**config.mk**
```make
export PLATFORM = sky130hd
export DESIGN_NAME = lotr_uart_tx
export DESIGN_NICKNAME = d
export VERILOG_FILES = /design/src/rtl/lotr_uart_tx.sv
export SDC_FILE = /design/constraint.sdc
export NUM_CORES = 1
export LEC_CHECK = 0
export ABC_CLOCK_PERIOD_IN_PS = 4650
export BUFFER_PORTS_ARGS = -buffer_cell sky130_fd_sc_hd__buf_4
export CAP_MARGIN = 20
export CORE_MARGIN = 2
export CORE_UTILIZATION = 50
export DETAILED_ROUTE_END_ITERATION = 10
export GPL_TIMING_DRIVEN = 0
export MAX_ROUTING_LAYER = met4
export PLACE_DENSITY = 0.63
export RECOVER_POWER = 25
export SYNTH_ARGS = -nofsm -noshare
export SYNTH_HDL_FRONTEND = slang
export SYNTH_SLANG_ARGS = --single-unit
```
**constraint.sdc**
```tcl
create_clock -name QClk -period 4.65 [get_ports QClk]
set_input_delay 1.395 -clock QClk [delete_from_list [all_inputs] [get_ports QClk]]
set_output_delay 1.395 -clock QClk [all_outputs]
set_load 0.02 [all_outputs]
```
**src/rtl/lotr_uart_tx.sv**
```systemverilog
// UART transmitter with a byte FIFO, 8N1 frames (8E1 when LOTR_UART_TX_PARITY_EN is defined).
// UartTx is registered from the FSM state, so the line trails the state by one QClk cycle.
module lotr_uart_tx #(
    parameter int CLKS_PER_BIT = 43,
    parameter int FIFO_DEPTH   = 8
) (
    input  logic       QClk,
    input  logic       RstQnnnL,
    input  logic [7:0] TxData,
    input  logic       TxValid,
    output logic       TxReady,
    output logic       UartTx,
    output logic       TxBusy,
    output logic [4:0] FifoCount
);

    // state     | meaning
    // ST_IDLE   | line high, waiting for a queued byte
    // ST_START  | start bit (0)
    // ST_DATA   | data bits D0..D7, LSB first
    // ST_PARITY | even parity bit (parity builds only)
    // ST_STOP   | stop bit (1); chains straight into the next frame if bytes are queued
    typedef enum logic [2:0] {
        ST_IDLE,
        ST_START,
        ST_DATA,
`ifdef LOTR_UART_TX_PARITY_EN
        ST_PARITY,
`endif
        ST_STOP
    } state_t;

    localparam int          PW       = $clog2(FIFO_DEPTH);
    localparam logic [15:0] BAUD_TC  = 16'(CLKS_PER_BIT - 1);
    localparam logic [4:0]  FULL_CNT = 5'(FIFO_DEPTH);

    state_t          r_state;
    state_t          w_next_state;
    logic [7:0]      r_mem [FIFO_DEPTH];
    logic [PW-1:0]   r_wr_ptr;
    logic [PW-1:0]   r_rd_ptr;
    logic [4:0]      r_count;
    logic            r_rdy_en;
    logic [15:0]     r_baud;
    logic [2:0]      r_bit;
    logic [7:0]      r_shift;
    logic            r_tx;
    logic            w_push;
    logic            w_pop;
    logic            w_empty;
    logic            w_full;
    logic            w_baud_tc;
    logic            w_tx_next;
    logic [7:0]      w_head;
`ifdef LOTR_UART_TX_PARITY_EN
    logic            r_par;
`endif

    assign w_empty   = (r_count == 5'd0);
    assign w_full    = (r_count == FULL_CNT);
    assign w_head    = r_mem[r_rd_ptr];
    assign w_baud_tc = (r_baud == BAUD_TC);

    // r_rdy_en keeps TxReady low while reset is held and for no longer.
    assign TxReady   = r_rdy_en & ~w_full;
    assign w_push    = TxValid & TxReady;
    assign UartTx    = r_tx;
    assign TxBusy    = (r_state != ST_IDLE) || !w_empty;
    assign FifoCount = r_count;

    always_ff @(posedge QClk) begin
        if (w_push) begin
            r_mem[r_wr_ptr] <= TxData;
        end
    end

    always_ff @(posedge QClk or negedge RstQnnnL) begin
        if (!RstQnnnL) begin
            r_wr_ptr <= '0;
            r_rd_ptr <= '0;
            r_count  <= 5'd0;
            r_rdy_en <= 1'b0;
        end else begin
            r_rdy_en <= 1'b1;
            if (w_push) begin
                r_wr_ptr <= r_wr_ptr + PW'(1);
            end
            if (w_pop) begin
                r_rd_ptr <= r_rd_ptr + PW'(1);
            end
            case ({w_push, w_pop})
                2'b10:   r_count <= r_count + 5'd1;
                2'b01:   r_count <= r_count - 5'd1;
                default: r_count <= r_count;
            endcase
        end
    end

    always_ff @(posedge QClk or negedge RstQnnnL) begin
        if (!RstQnnnL) begin
            r_state <= ST_IDLE;
        end else begin
            r_state <= w_next_state;
        end
    end

    always_comb begin
        w_next_state = r_state;
        w_pop        = 1'b0;
        w_tx_next    = 1'b1;
        case (r_state)
            ST_IDLE: begin
                if (!w_empty) begin
                    w_pop        = 1'b1;
                    w_next_state = ST_START;
                end
            end
            ST_START: begin
                w_tx_next = 1'b0;
                if (w_baud_tc) begin
                    w_next_state = ST_DATA;
                end
            end
            ST_DATA: begin
                w_tx_next = r_shift[0];
                if (w_baud_tc && (r_bit == 3'd7)) begin
`ifdef LOTR_UART_TX_PARITY_EN
                    w_next_state = ST_PARITY;
`else
                    w_next_state = ST_STOP;
`endif
                end
            end
`ifdef LOTR_UART_TX_PARITY_EN
            ST_PARITY: begin
                w_tx_next = r_par;
                if (w_baud_tc) begin
                    w_next_state = ST_STOP;
                end
            end
`endif
            ST_STOP: begin
                w_tx_next = 1'b1;
                if (w_baud_tc) begin
                    if (!w_empty) begin
                        w_pop        = 1'b1;
                        w_next_state = ST_START;
                    end else begin
                        w_next_state = ST_IDLE;
                    end
                end
            end
            default: begin
                w_next_state = ST_IDLE;
            end
        endcase
    end

    always_ff @(posedge QClk or negedge RstQnnnL) begin
        if (!RstQnnnL) begin
            r_baud  <= 16'd0;
            r_bit   <= 3'd0;
            r_shift <= 8'hFF;
            r_tx    <= 1'b1;
        end else begin
            r_tx <= w_tx_next;
            if ((r_state == ST_IDLE) || w_baud_tc) begin
                r_baud <= 16'd0;
            end else begin
                r_baud <= r_baud + 16'd1;
            end
            // bit index wraps 7 -> 0 on the last data bit boundary
            if (r_state != ST_DATA) begin
                r_bit <= 3'd0;
            end else if (w_baud_tc) begin
                r_bit <= r_bit + 3'd1;
            end
            if (w_pop) begin
                r_shift <= w_head;
            end else if ((r_state == ST_DATA) && w_baud_tc) begin
                r_shift <= {1'b1, r_shift[7:1]};
            end
        end
    end

`ifdef LOTR_UART_TX_PARITY_EN
    always_ff @(posedge QClk or negedge RstQnnnL) begin
        if (!RstQnnnL) begin
            r_par <= 1'b0;
        end else if (w_pop) begin
            r_par <= ^w_head;
        end
    end
`endif

endmodule

```
==> Yosys cells after proc, flatten, opt, wreduce, memory -nomap -nowiden <==
Memory sizes are Yosys's and may differ from the RTL's.
Index checks and enable logic that the tools add are counted.
{ "totals": {"mem_count": 1, "mem_bits_ro": 0, "latchBits": 0, "elab_cells": 62, "regBits": 43, "ram_bits": 64} }
{ "op_classes": {"n_div": 0, "muxes": 18, "order_cmp": 0, "addsub": 6, "n_reduce_logical": 12, "bitwise_logic": 3, "mul": 0, "eq_ne": 13, "shifts": 0} }
{ "memory_table": {"columns": ["name", "words", "word_bits", "read_ports", "rd_ports_with_merged_regs", "wr", "line_no", "text"], "rows": [
  ["r_mem", 8, 8, 1, 0, 1, "39", "logic [7:0] r_mem [FIFO_DEPTH];"]
]} }
{ "ops": {"columns": ["operator", "n"], "rows": [
  ["$mux W3", 6],
  ["$add A16 B1 Y16 const B", 1],
  ["$eq A16 B6 Y1 const B", 1],
  ["$mux W16", 1],
  ["$mux W8", 2],
  ["$pmux W3 S4", 1],
  ["$pmux W5 S2", 1],
  ["$add A3 B1 Y3 const B", 3],
  ["$ne A2 B2 Y1 const B", 4],
  ["$eq A3 B2 Y1 const B", 2],
  ["$reduce_bool A2 Y1", 3],
  ["$add A5 B1 Y5 const B", 1],
  ["$eq A5 B4 Y1 const B", 1],
  ["$logic_not A5 Y1", 1],
  ["$mux W1", 5],
  ["$sub A5 B1 Y5 const B", 1],
  ["$pmux W1 S2", 2],
  ["$reduce_and A4 Y1", 1],
  ["$eq A3 B1 Y1 const B", 1],
  ["$eq A3 B3 Y1 const B", 1],
  ["$logic_not A3 Y1", 1],
  ["$ne A3 B2 Y1 const B", 1],
  ["$reduce_bool A3 Y1", 1],
  ["$and A1 B1 Y1", 2],
  ["6 further kinds", 8]
]} }

==> Longest topological paths before layout <==
Gate-level depths: netlist of the first run.
{ "logic_depth": {"depth_word": 6, "depth_mapped": 17, "depth_no_buf": 14} }

==> Worst setup path after synthesis of the first run <==
Ideal clock, no wire load.
{ "synth_path": {"path_type": "input -> register", "from": "in TxValid", "to": "reg r_count[4] (netlist: FifoCount[4])", "t_arrival_ps": 2954, "setup_slack_ps": 1617, "n_path_buf": 1, "cell_stages": 10, "required_time_ps": 4570, "cell_sequence": "nand2_1 > ha_1 > clkbuf_1 > xor2_1 > ha_1 > a21o_1 > nand2_1 > a21o_1 > a21oi_1 > xor2_1"} }
{ "synth_between": {"elab_chain_cells": 3, "word_cells_on_any_way": 5, "cone_classes": "eq/ne: 2; mux: 1; bitwise: 1; reduce/logical: 1"} }
{ "synth_lines": {"columns": ["element", "line_no", "text"], "rows": [
  ["start: declaration", "10", "input logic TxValid,"],
  ["$and A1 B1 Y1 (*)", "66", "assign w_push = TxValid & TxReady;"],
  ["$eq A2 B1 Y1 / $eq A2 B2 Y1 (equally long branches)", "91", "case ({w_push, w_pop})"],
  ["$pmux W5 S2 / $reduce_bool A2 Y1 (equally long branches)", null, null],
  ["end signal: assignment", "92", "2'b10: r_count <= r_count + 5'd1;"],
  ["end signal: assignment", "93", "2'b01: r_count <= r_count - 5'd1;"],
  ["end signal: assignment", "94", "default: r_count <= r_count;"],
  ["end: declaration", "42", "logic [4:0] r_count;"]
]} }
Every way passes the cells marked *; elsewhere a longest branch is shown, timed or not.
A chain may end at the register's enable or synchronous reset.

==> Worst setup path after layout of the first run <==
{ "layout_path": {"from": "reg r_baud[0]", "to": "reg r_count[4] (netlist: FifoCount[4])"} }
{ "layout_between": {"elab_chain_cells": 5, "word_cells_on_any_way": 7, "cone_classes": "eq/ne: 3; mux: 3; reduce/logical: 1"} }
{ "layout_lines": {"columns": ["element", "line_no", "text"], "rows": [
  ["start: declaration", "44", "logic [15:0] r_baud;"],
  ["start signal: assignment", "170", "r_baud <= r_baud + 16'd1;"],
  ["$eq A16 B6 Y1 (*)", "62", "assign w_baud_tc = (r_baud == BAUD_TC);"],
  ["$mux W1 (*)", "144", "if (w_baud_tc) begin"],
  ["$pmux W1 S2 (*)", "111", "case (r_state)"],
  ["$eq A2 B1 Y1 / $eq A2 B2 Y1 (equally long branches)", "91", null],
  ["$pmux W5 S2 / $reduce_bool A2 Y1 (equally long branches)", null, null]
]} }
Marked as above.

==> results of run 1 <==
cell families after synthesis:
| logic type | count (synthesis) |
|---|---|
| multiplexers | 45 |
| adder cells (fa/ha/maj) | 13 |
| flip-flops | 106 |
| other | 1 |
| AO/OA/AOI/OAI | 20 |
| XOR/XNOR | 22 |
| AND/OR/NAND/NOR | 78 |
| buffers and inverters | 17 |
worst max-delay path, delay by kind of cell (launching register included):
kind,cells,cell delay [ns]
AND/OR/NAND/NOR,4,0.77
buffers and inverters,4,0.74
flip-flops,1,0.45
adder cells (fa/ha/maj),3,0.50
XOR/XNOR,2,0.35
AO/OA/AOI/OAI,4,0.52
state kept, by name, indices dropped and copies added (netlist names):
register   count
r_wr_ptr       3
FifoCount      5
r_bit          3
r_mem         64
r_baud        16
r_rdy_en       1
r_rd_ptr       3
UartTx         1
r_shift        8
r_state        2
path summary, 6_finish.rpt:
check	to	slack, ns
min	FifoCount[4]	0.51
max in group asynchronous	r_shift[3]	3.27
min reg2reg	FifoCount[4]	0.51
min in group asynchronous	r_baud[5]	1.01
max reg2reg	FifoCount[4]	1.25
max	FifoCount[4]	1.25
cell type report:
class	count	area, sq um
plain buffers	13	88.8
repair buffers	20	118
multi-input cells	179	1610
clock inverters	6	53.8
flip-flops and latches	106	2980
clock buffers	10	128
fillers	758	4010
well taps	111	139
inverters	4	15.0
per-stage QoR:
step                total power [mW]  utilization [%]  instances  hold slack (ns)
floorplan                       2.07                -        302            0.460
global placement                2.33             54.1        431            0.486
detailed placement              2.36             54.5        433            0.491
CTS                             2.89             56.5        449            0.511
global route                    3.05             56.2        449            0.551
finish                          2.85             56.2        449            0.509
cells in the final DEF (no fill, tap or decap), types with 3 or more instances in the layout:
master,instances
mux2i_1,25
a22oi_1,3
nand3_1,9
dfrtp_1,33
clkbuf_8,9
mux2_2,3
buf_6,4
nand2b_1,5
nor2b_1,3
nand2_1,8
dfstp_2,9
inv_1,4
nor3_1,5
a21o_1,3
nor3_2,3
buf_2,4
a21oi_1,5
mux4_2,16
ha_1,13
o21ai_0,6
buf_4,12
clkbuf_1,10
edfxtp_1,64
nor2_1,19
inv_6,4
xor2_1,15
xnor2_1,6
nand4_1,4
power by group:
part / total [mW] / internal, mW / leakage, nW / switching [mW]
sequential: 1.31 / 1.19 / 1.10 / 0.121
combinational: 0.999 / 0.473 / 0.720 / 0.526
clock: 0.533 / 0.207 / 0.0902 / 0.327
metal layers:
metal / track usage, % / part of all wire (%) / up-vias
li1: - / - / 1193
met1: 27.1 / 50 / 1281
met2: 25.1 / 46 / 31
met3: 3.54 / 2.4 / 11
met4: 6.01 / 1.7 / 0
met5: - / 0 / -
==> results.ini, run 1 <==
[pwr]
power_density_nw_per_um2=554
cellLeakagePower_nw=1.91
vdd_ir_drop_max_v=0.000301

[floorplan]
pin_count=19
fp.coreArea_sq_um=9150
die_w_um=101
die_h_um=101
initial_core_util_pct=51.1
fp.dieArea_sq_um=10200
std_cell_rows=35

[route]
avgRoutedWirePerCell_um=18.1
num_vias=2516
ant_nets=0
drtPass1Iterations=4
dr.first_iter.drc_count=145
wl_um=8140
viasPerCell=5.60
drc=0

[synth]
yosysWarnings=0
yosysSeqAreaShare_pct=63.8
synth_mux_area_share_pct=14.0
synthFlopType=edfxtp_1
synth_edf_count=64
synth_seq_cells=106
synth_top_family_by_area=multiplexers
yosys.area_share.simple_pct=9.52
synthAdderAreaFrac_pct=3.48
synth-xor-area-share_pct=4.28
synth_top_area_share_pct=41.1
synth_cell_type_count=47
synth.area.top_cells=edfxtp_1 (41%), dfrtp_1 (18%), mux4_2 (7.7%)
syn_area_sq_um=4680
yosys.area.top_type=edfxtp_1
synthMostInstantiatedCell=edfxtp_1
syn_nets=326
synth_compound_area_share_pct=2.67
synthCells=302
synth_common_cells=edfxtp_1 (64), dfrtp_1 (33), mux2i_1 (25)
syn_area_per_cell_sq_um=15.5
async_flop_share_pct=39.6

[clock_tree]
clk_pin_slew_worst_paths_ns=0.10
cts.path.max_buffers=2
root_buffer=clkbuf_8
cts_tree=built
clk_latency_ns=0.37
cts_max_level=3
cts_resized=0
cts_setup_buffers=0
clock-sinks=106
holdBufCountCts=0
cts_buffers=9

[setup_path]
worstPathRequired_ns=4.94
cp_max_fo=11
crit_slowest_cell=dfrtp_1
reg2reg_depth=17
r2r-start=r_baud[0]
cp_common_cell=ha_1
max_stage_delay_ns=0.45
critical_path_arrival_ns=3.70
critPathKind=reg2reg
crit_chain=inv_1 -> ha_1 -> nor4bb_1 -> and4_1 -> buf_6 -> a21oi_2 -> nor3_4 -> buf_6 -> ha_1 -> clkbuf_1 -> xor2_1 -> ha_1 -> a21o_1 -> nand2_1 -> a21o_1 -> a21oi_1 -> xor2_1
crit_path_start_kind=flip-flop
cp-end-kind=flip-flop
critPathLaunch=r_baud[0]

[final_layout]
area_delta_synth_final_pct=9.81
stdcell_area_sq_um=5140
drive_gt1_share_pct=23.4
antenna_cells=0
fin_nets=357

[sta]
clock_skew_ns=0.0108
rsz0062_at_grt=false
timing.setup.tns_ns=0
timing.slew.headroom_pct=33.7
worst_slack_ns=1.25
final-hold-violation-count=0
period_share_pct=73.2
setup_viol=0
finalCriticalPeriod_ns=3.40
max_freq_mhz=294
tightestPinTransition_ns=0.990
slew_viol_final=0

[place]
dpl.hpwl_um=5430
place.gp.congestion=0.754
pre_cts_slack_ns=1.23
place.port_buffers=18
place_area_sq_um=4990

[global_route]
grt-ovfl-total=0
grt_pass1_vias=2431
antenna_found_initial=0
groute.usage.overall_pct=18.1
grt_max_degree=43
grt_pass1_wl_um=13200

[worst_hold_path]
whs_path_depth=1
min_from=FifoCount[4]
min_path_type=reg2reg

[status]
outcome=completed

[run]
maxCapViolCount=0

No activity file was read; power rests on OpenSTA's default activity.
==> run 2, diff against run 1 <==
--- a/config.mk
+++ b/config.mk
@@ -5,7 +5,8 @@
 export SDC_FILE = /design/constraint.sdc
 export NUM_CORES = 1
 export LEC_CHECK = 0
-export ABC_CLOCK_PERIOD_IN_PS = 4650
+export ABC_AREA = 1
+export ABC_CLOCK_PERIOD_IN_PS = 3200
 export BUFFER_PORTS_ARGS = -buffer_cell sky130_fd_sc_hd__buf_4
 export CAP_MARGIN = 20
 export CORE_MARGIN = 2
==> constraint.sdc (replaced) <==
create_clock -name QClk -period 3.2 [get_ports QClk]
set_input_delay 0.96 -clock QClk [delete_from_list [all_inputs] [get_ports QClk]]
set_output_delay 0.96 -clock QClk [all_outputs]
set_load 0.02 [all_outputs]
==> results.ini, run 2 <==
[synth]
synthCells=488
syn_area_per_cell_sq_um=9.98
synth_seq_cells=106
synth.area.top_cells=edfxtp_1 (39%), dfrtp_1 (17%), nand2_1 (6.8%)
yosys.area.top_type=edfxtp_1
async_flop_share_pct=39.6
yosysSeqAreaShare_pct=61.2
synth_edf_count=64
synthMostInstantiatedCell=nand2_1
synth_cell_type_count=39
syn_area_sq_um=4870
syn_nets=512
synth_top_area_share_pct=39.4
synthFlopType=edfxtp_1
synth_common_cells=nand2_1 (88), nor2_1 (77), edfxtp_1 (64)
yosysWarnings=0

[final_layout]
seq_area_sq_um=2980
reg_top3=r_mem (64), r_baud (16), r_shift (8)
drive_gt1_share_pct=10.7
final_cells=656
fill_cells=861
regMostFlops=r_mem
final_cell_mix=nand2_1 (88), nor2_1 (77), edfxtp_1 (64), inv_1 (41), nand3_1 (41)
largest_reg_flops=64
area_delta_synth_final_pct=9.71
fin_nets=542
antenna_cells=0
final_common_cell=nand2_1
multi_input_area_sq_um=1650

[pwr]
vdd_ir_drop_max_v=0.000278
clkPwrFrac_pct=29.0
power.internal_mw=2.04
seqPwrFrac_pct=58.4
cellLeakagePower_nw=2.24
p_total_mw=2.80
p_sw_mw=0.760
power_density_nw_per_um2=524
p_comb_share_pct=12.6
p_sw_share_pct=27.1

[floorplan]
fp.dieArea_sq_um=10600
initial_core_util_pct=50.8
die_h_um=103
std_cell_rows=36
die_w_um=103
pin_count=19
fp.coreArea_sq_um=9590

[setup_path]
r2r-end=FifoCount[4]
max_stage_delay_ns=0.41
reg2reg_depth=21
cp_common_cell=nand2_1
worstPathRequired_ns=3.49
r2r-start=r_baud[0]
crit_chain=inv_1 -> ha_1 -> nand2_1 -> clkinv_1 -> nand2_2 -> nor2_4 -> nand2_4 -> o21ai_4 -> nand2_4 -> inv_2 -> ha_1 -> clkbuf_2 -> xor2_1 -> ha_1 -> inv_1 -> nand2_1 -> nand2_1 -> o21ai_1 -> xor2_1 -> nand2_1 -> o21ai_0
crit_slowest_cell=dfrtp_1
crit_path_start_kind=flip-flop
rrSetupSlack_ns=0.33
cp-end-kind=flip-flop
critPathKind=reg2reg
cp_max_fo=9
critical_path_arrival_ns=3.17

[global_route]
grt_pass1_wl_um=15600
antenna_found_initial=0
grt_max_degree=43
grt_pass1_vias=3212
groute.usage.overall_pct=20.5
grt-ovfl-total=0

[sta]
clock_skew_ns=0.00769
timing.setup.tns_ns=0
final-hold-violation-count=0
timing.slew.headroom_pct=29.0
tightestPinTransition_ns=1.06
max_freq_mhz=348
setup_viol=0
slew_viol_final=0
period_share_pct=89.8
rsz0062_at_grt=false
finalCriticalPeriod_ns=2.87

[place]
dp_cells=639
place.port_buffers=18
place.gp.congestion=0.878
dpl.hpwl_um=6410

[route]
dr.first_iter.drc_count=146
num_vias=3380
viasPerCell=5.15
avgRoutedWirePerCell_um=14.7
wl_um=9650
drtPass1Iterations=4
drc=0
ant_nets=0

[clock_tree]
cts_tree=built
clk_pin_slew_worst_paths_ns=0.10
clock-sinks=106
cts.path.max_buffers=2
root_buffer=clkbuf_8
holdBufCountCts=0
cts_buffers=9
cts_max_level=3
clk_latency_ns=0.36

[worst_hold_path]
min_from=r_baud[0]
min_path_type=reg2reg
whs_path_depth=1
whs_endpoint=r_baud[0]

[status]
outcome=completed

[run]
maxCapViolCount=0

run 2: what timing repair did:
action                                  4_1_cts  5_1_grt
resized for setup                             0        1
setup buffers                                 0        1
endpoints found under the setup margin        0        1
run 2: how the worst max path moves through the flow:
stage / endpoint / startpoint / slack [ns]
floorplan: FifoCount[4] / r_baud[0] / 0.58
global placement: FifoCount[4] / r_baud[0] / 0.25
detailed placement: FifoCount[4] / r_baud[0] / 0.24
CTS: FifoCount[4] / r_baud[0] / 0.21
global route: FifoCount[4] / r_baud[0] / 0.005
finish: FifoCount[4] / r_baud[0] / 0.33
run 2: critical path, delay by kind of cell, from the launching register on:
kind,cells,cell delay (ns)
xor gates and xnor gates,2,0.37
adders and majority gates,3,0.46
and+or+nand+nor,8,0.63
AOI/OAI and AO/OA,3,0.46
buffers and inverters,5,0.46
DFF,1,0.41
run 2: power by group through the flow:
stage                     logic [mW]  clock network (mW)  registers (mW)
after detailed placement       0.362                   0            1.66
after floorplan                0.197                   0            1.68
after global routing           0.403               0.895            1.65
final                          0.353               0.813            1.64
after CTS                      0.364               0.829            1.64
after global placement         0.357                   0            1.66
run 2: cell families (layout without fill, tap and decap cells):
family | after synthesis | count (layout) | share of synthesized area, %
adder cells (fa/ha/maj) | 13 | 13 | 3.34
AO/OA/AOI/OAI | 68 | 68 | 8.06
flip-flops | 106 | 106 | 61.2
other | 1 | 1 | 0.0770
AND/OR/NAND/NOR | 231 | 231 | 20.6
XOR/XNOR | 10 | 10 | 1.80
buffers and inverters | 59 | 94 | 4.83
run 2: stage by stage:
step	setup slack, ns	hold WS [ns]	utilization, %	instance area [sq um]
after detailed placement	0.245	0.476	53.9	5170
after CTS	0.208	0.489	55.9	5370
after global routing	0.00468	0.526	55.7	5350
after global placement	0.249	0.478	53.9	5170
after floorplan	0.578	0.455	-	4870
final	0.328	0.486	55.7	5350
run 2: final cells by class:
cell class                      instances  area share, %
Tap cell                              133           3.11
Buffer                                 14           1.24
Sequential cell                       106           55.8
Clock inverter                          7           1.31
Timing Repair Buffer                   19           2.11
Inverter                               45           3.16
Multi-Input combinational cell        323           30.9
Clock buffer                            9           2.32
run 2: metal layers:
layer / track usage [%] / part of all wire [%]
met1: 25.6 / 45
met5: - / 0
met3: 4.14 / 3.3
met2: 33.1 / 50
met4: 7.79 / 1.5
==> run 3, diff against run 2 <==
--- a/config.mk
+++ b/config.mk
@@ -7,14 +7,14 @@
 export LEC_CHECK = 0
 export ABC_AREA = 1
 export ABC_CLOCK_PERIOD_IN_PS = 3200
-export BUFFER_PORTS_ARGS = -buffer_cell sky130_fd_sc_hd__buf_4
 export CAP_MARGIN = 20
 export CORE_MARGIN = 2
 export CORE_UTILIZATION = 50
 export DETAILED_ROUTE_END_ITERATION = 10
+export DONT_BUFFER_PORTS = 1
 export GPL_TIMING_DRIVEN = 0
 export MAX_ROUTING_LAYER = met4
-export PLACE_DENSITY = 0.63
+export PLACE_DENSITY = 0.61
 export RECOVER_POWER = 25
 export SYNTH_ARGS = -nofsm -noshare
 export SYNTH_HDL_FRONTEND = slang
==> results.ini, run 3 (synthesized netlist as in run 2, its figures left out) <==
[global_route]
grt-ovfl-total=0
groute.usage.overall_pct=20.1
antenna_found_initial=0
grt_max_degree=43
grt_pass1_wl_um=15400
grt_pass1_vias=3057

[setup_path]
crit_slowest_cell=dfrtp_1
cp-end-kind=flip-flop
rrSetupSlack_ns=0.28
crit_chain=nor3_1 -> a31oi_2 -> nand2_1 -> ha_1 -> clkbuf_2 -> xor2_1 -> ha_1 -> inv_1 -> nand2_1 -> nand2_1 -> o21ai_2 -> xor2_1 -> nand2_1 -> o21ai_0
r2r-start=FifoCount[0]
cp_common_cell=nand2_1
max_stage_delay_ns=0.54
critical_path_arrival_ns=3.22
crit_path_start_kind=flip-flop
critPathLaunch=FifoCount[0]
worstPathRequired_ns=3.51
critPathKind=reg2reg
cp_max_fo=6

[floorplan]
die_h_um=103
die_w_um=103
fp.dieArea_sq_um=10600
pin_count=19
std_cell_rows=36
initial_core_util_pct=50.8
fp.coreArea_sq_um=9590

[sta]
max_freq_mhz=343
slew_viol_final=0
timing.hold.ws_ns=0.262
period_share_pct=91.1
finalCriticalPeriod_ns=2.92
clock_skew_ns=0.00877
final-hold-violation-count=0
tightestPinTransition_ns=1.01
timing.slew.headroom_pct=32.5
setup_viol=0
timing.setup.tns_ns=0
worst_slack_ns=0.284

[place]
place_area_sq_um=5040
place.port_buffers=0
dpl.hpwl_um=6180
pre_cts_slack_ns=0.248
place.gp.congestion=0.876

[route]
dr.first_iter.drc_count=148
avgRoutedWirePerCell_um=14.9
drtPass1Iterations=4
drc=0
wl_um=9500
viasPerCell=5.13
num_vias=3272
ant_nets=0

[worst_hold_path]
min_path_type=in2async

[clock_tree]
root_buffer=clkbuf_8
cts.path.max_buffers=2
clock-sinks=106
cts_max_level=3
holdBufCountCts=0
cts_tree=built
clk_pin_slew_worst_paths_ns=0.11
cts_buffers=9
clk_latency_ns=0.37

[pwr]
seqPwrFrac_pct=60.2
vdd_ir_drop_max_v=0.000388
p_sw_mw=0.764
p_comb_share_pct=8.9
clkPwrFrac_pct=30.9
cellLeakagePower_nw=2.19
p_sw_share_pct=27.5
power_density_nw_per_um2=529
power.internal_mw=2.02

[final_layout]
reg_top3=r_mem (64), r_baud (16), r_shift (8)
antenna_cells=0
stdcell_area_sq_um=5260
regMostFlops=r_mem
area_delta_synth_final_pct=7.94
largest_reg_flops=64
final_common_cell=nand2_1
fin_util_pct=54.8
final_cell_mix=nand2_1 (88), nor2_1 (77), edfxtp_1 (64), inv_1 (41), nand3_1 (41)
drive_gt1_share_pct=9.31
fin_nets=524

[status]
outcome=completed

[run]
maxCapViolCount=0

[run 3: cell count changes in the layout (fill, tap and decap cells not counted)]
cell,change
buf_4,-10
clkbuf_1,-8
clkinv_2,-2
clkinv_4,-2
inv_6,+2
inv_8,+2
inv_2,-1
inv_4,+1
o21ai_1,-1
o21ai_2,+1
[run 3: final timing paths]
| kind | endpoint | cells past startpoint |
|---|---|---|
| max in group asynchronous | r_shift[7] | 0 |
| min in group QClk | r_baud[0] | 1 |
| hold / removal | FifoCount[2] | 0 |
| setup reg to reg | FifoCount[4] | 14 |
| hold reg to reg | r_baud[0] | 1 |
| setup / recovery | FifoCount[4] | 14 |
[run 3: metal layers]
metal	global-route usage, %	vias to the layer above	share of wire [%]
met5	-	-	0
met4	5.85	0	0.61
met3	5.02	4	4.9
met2	32.2	86	49
met1	25.4	1519	45
li1	-	1663	-
[run 3: final cells by class]
| class | instances | area (sq um) |
|---|---|---|
| sequential | 106 | 2980 |
| fill | 823 | 4340 |
| clock buffer | 9 | 124 |
| buffer | 14 | 66.3 |
| tap | 133 | 166 |
| inverter | 45 | 171 |
| multi-input combinational | 323 | 1660 |
| clock inverter | 7 | 82.6 |
| timing repair buffer | 1 | 7.51 |
[run 3: power by group through the flow]
| stage | logic (mW) | registers [mW] | clock network (mW) |
|---|---|---|---|
| 6_report | 0.248 | 1.68 | 0.859 |
| 5_1_grt | 0.289 | 1.69 | 0.931 |
| 4_1_cts | 0.246 | 1.68 | 0.882 |
| 3_5_place_dp | 0.245 | 1.71 | 0 |
| 3_3_place_gp | 0.243 | 1.70 | 0 |
| 2_1_floorplan | 0.197 | 1.68 | 0 |
[run 3: stage by stage]
step	power, mW	instances
after detailed placement	1.95	621
after floorplan	1.88	488
after global placement	1.94	621
final	2.78	638
after global routing	2.91	638
after CTS	2.80	637
[run 3: worst max-delay path: cells and delay by family (launching register included)]
family	cells	cell delay [ns]
fa+ha+maj	2	0.35
simple gates	5	0.89
xor+xnor	2	0.37
flops	1	0.54
buf+inv	2	0.21
compound gates	3	0.49
[run 3: repair_timing]
| item | in CTS | in global routing |
|---|---|---|
| resized for setup | 0 | 3 |
| setup endpoints to repair | 0 | 1 |
| setup buffers | 0 | 1 |
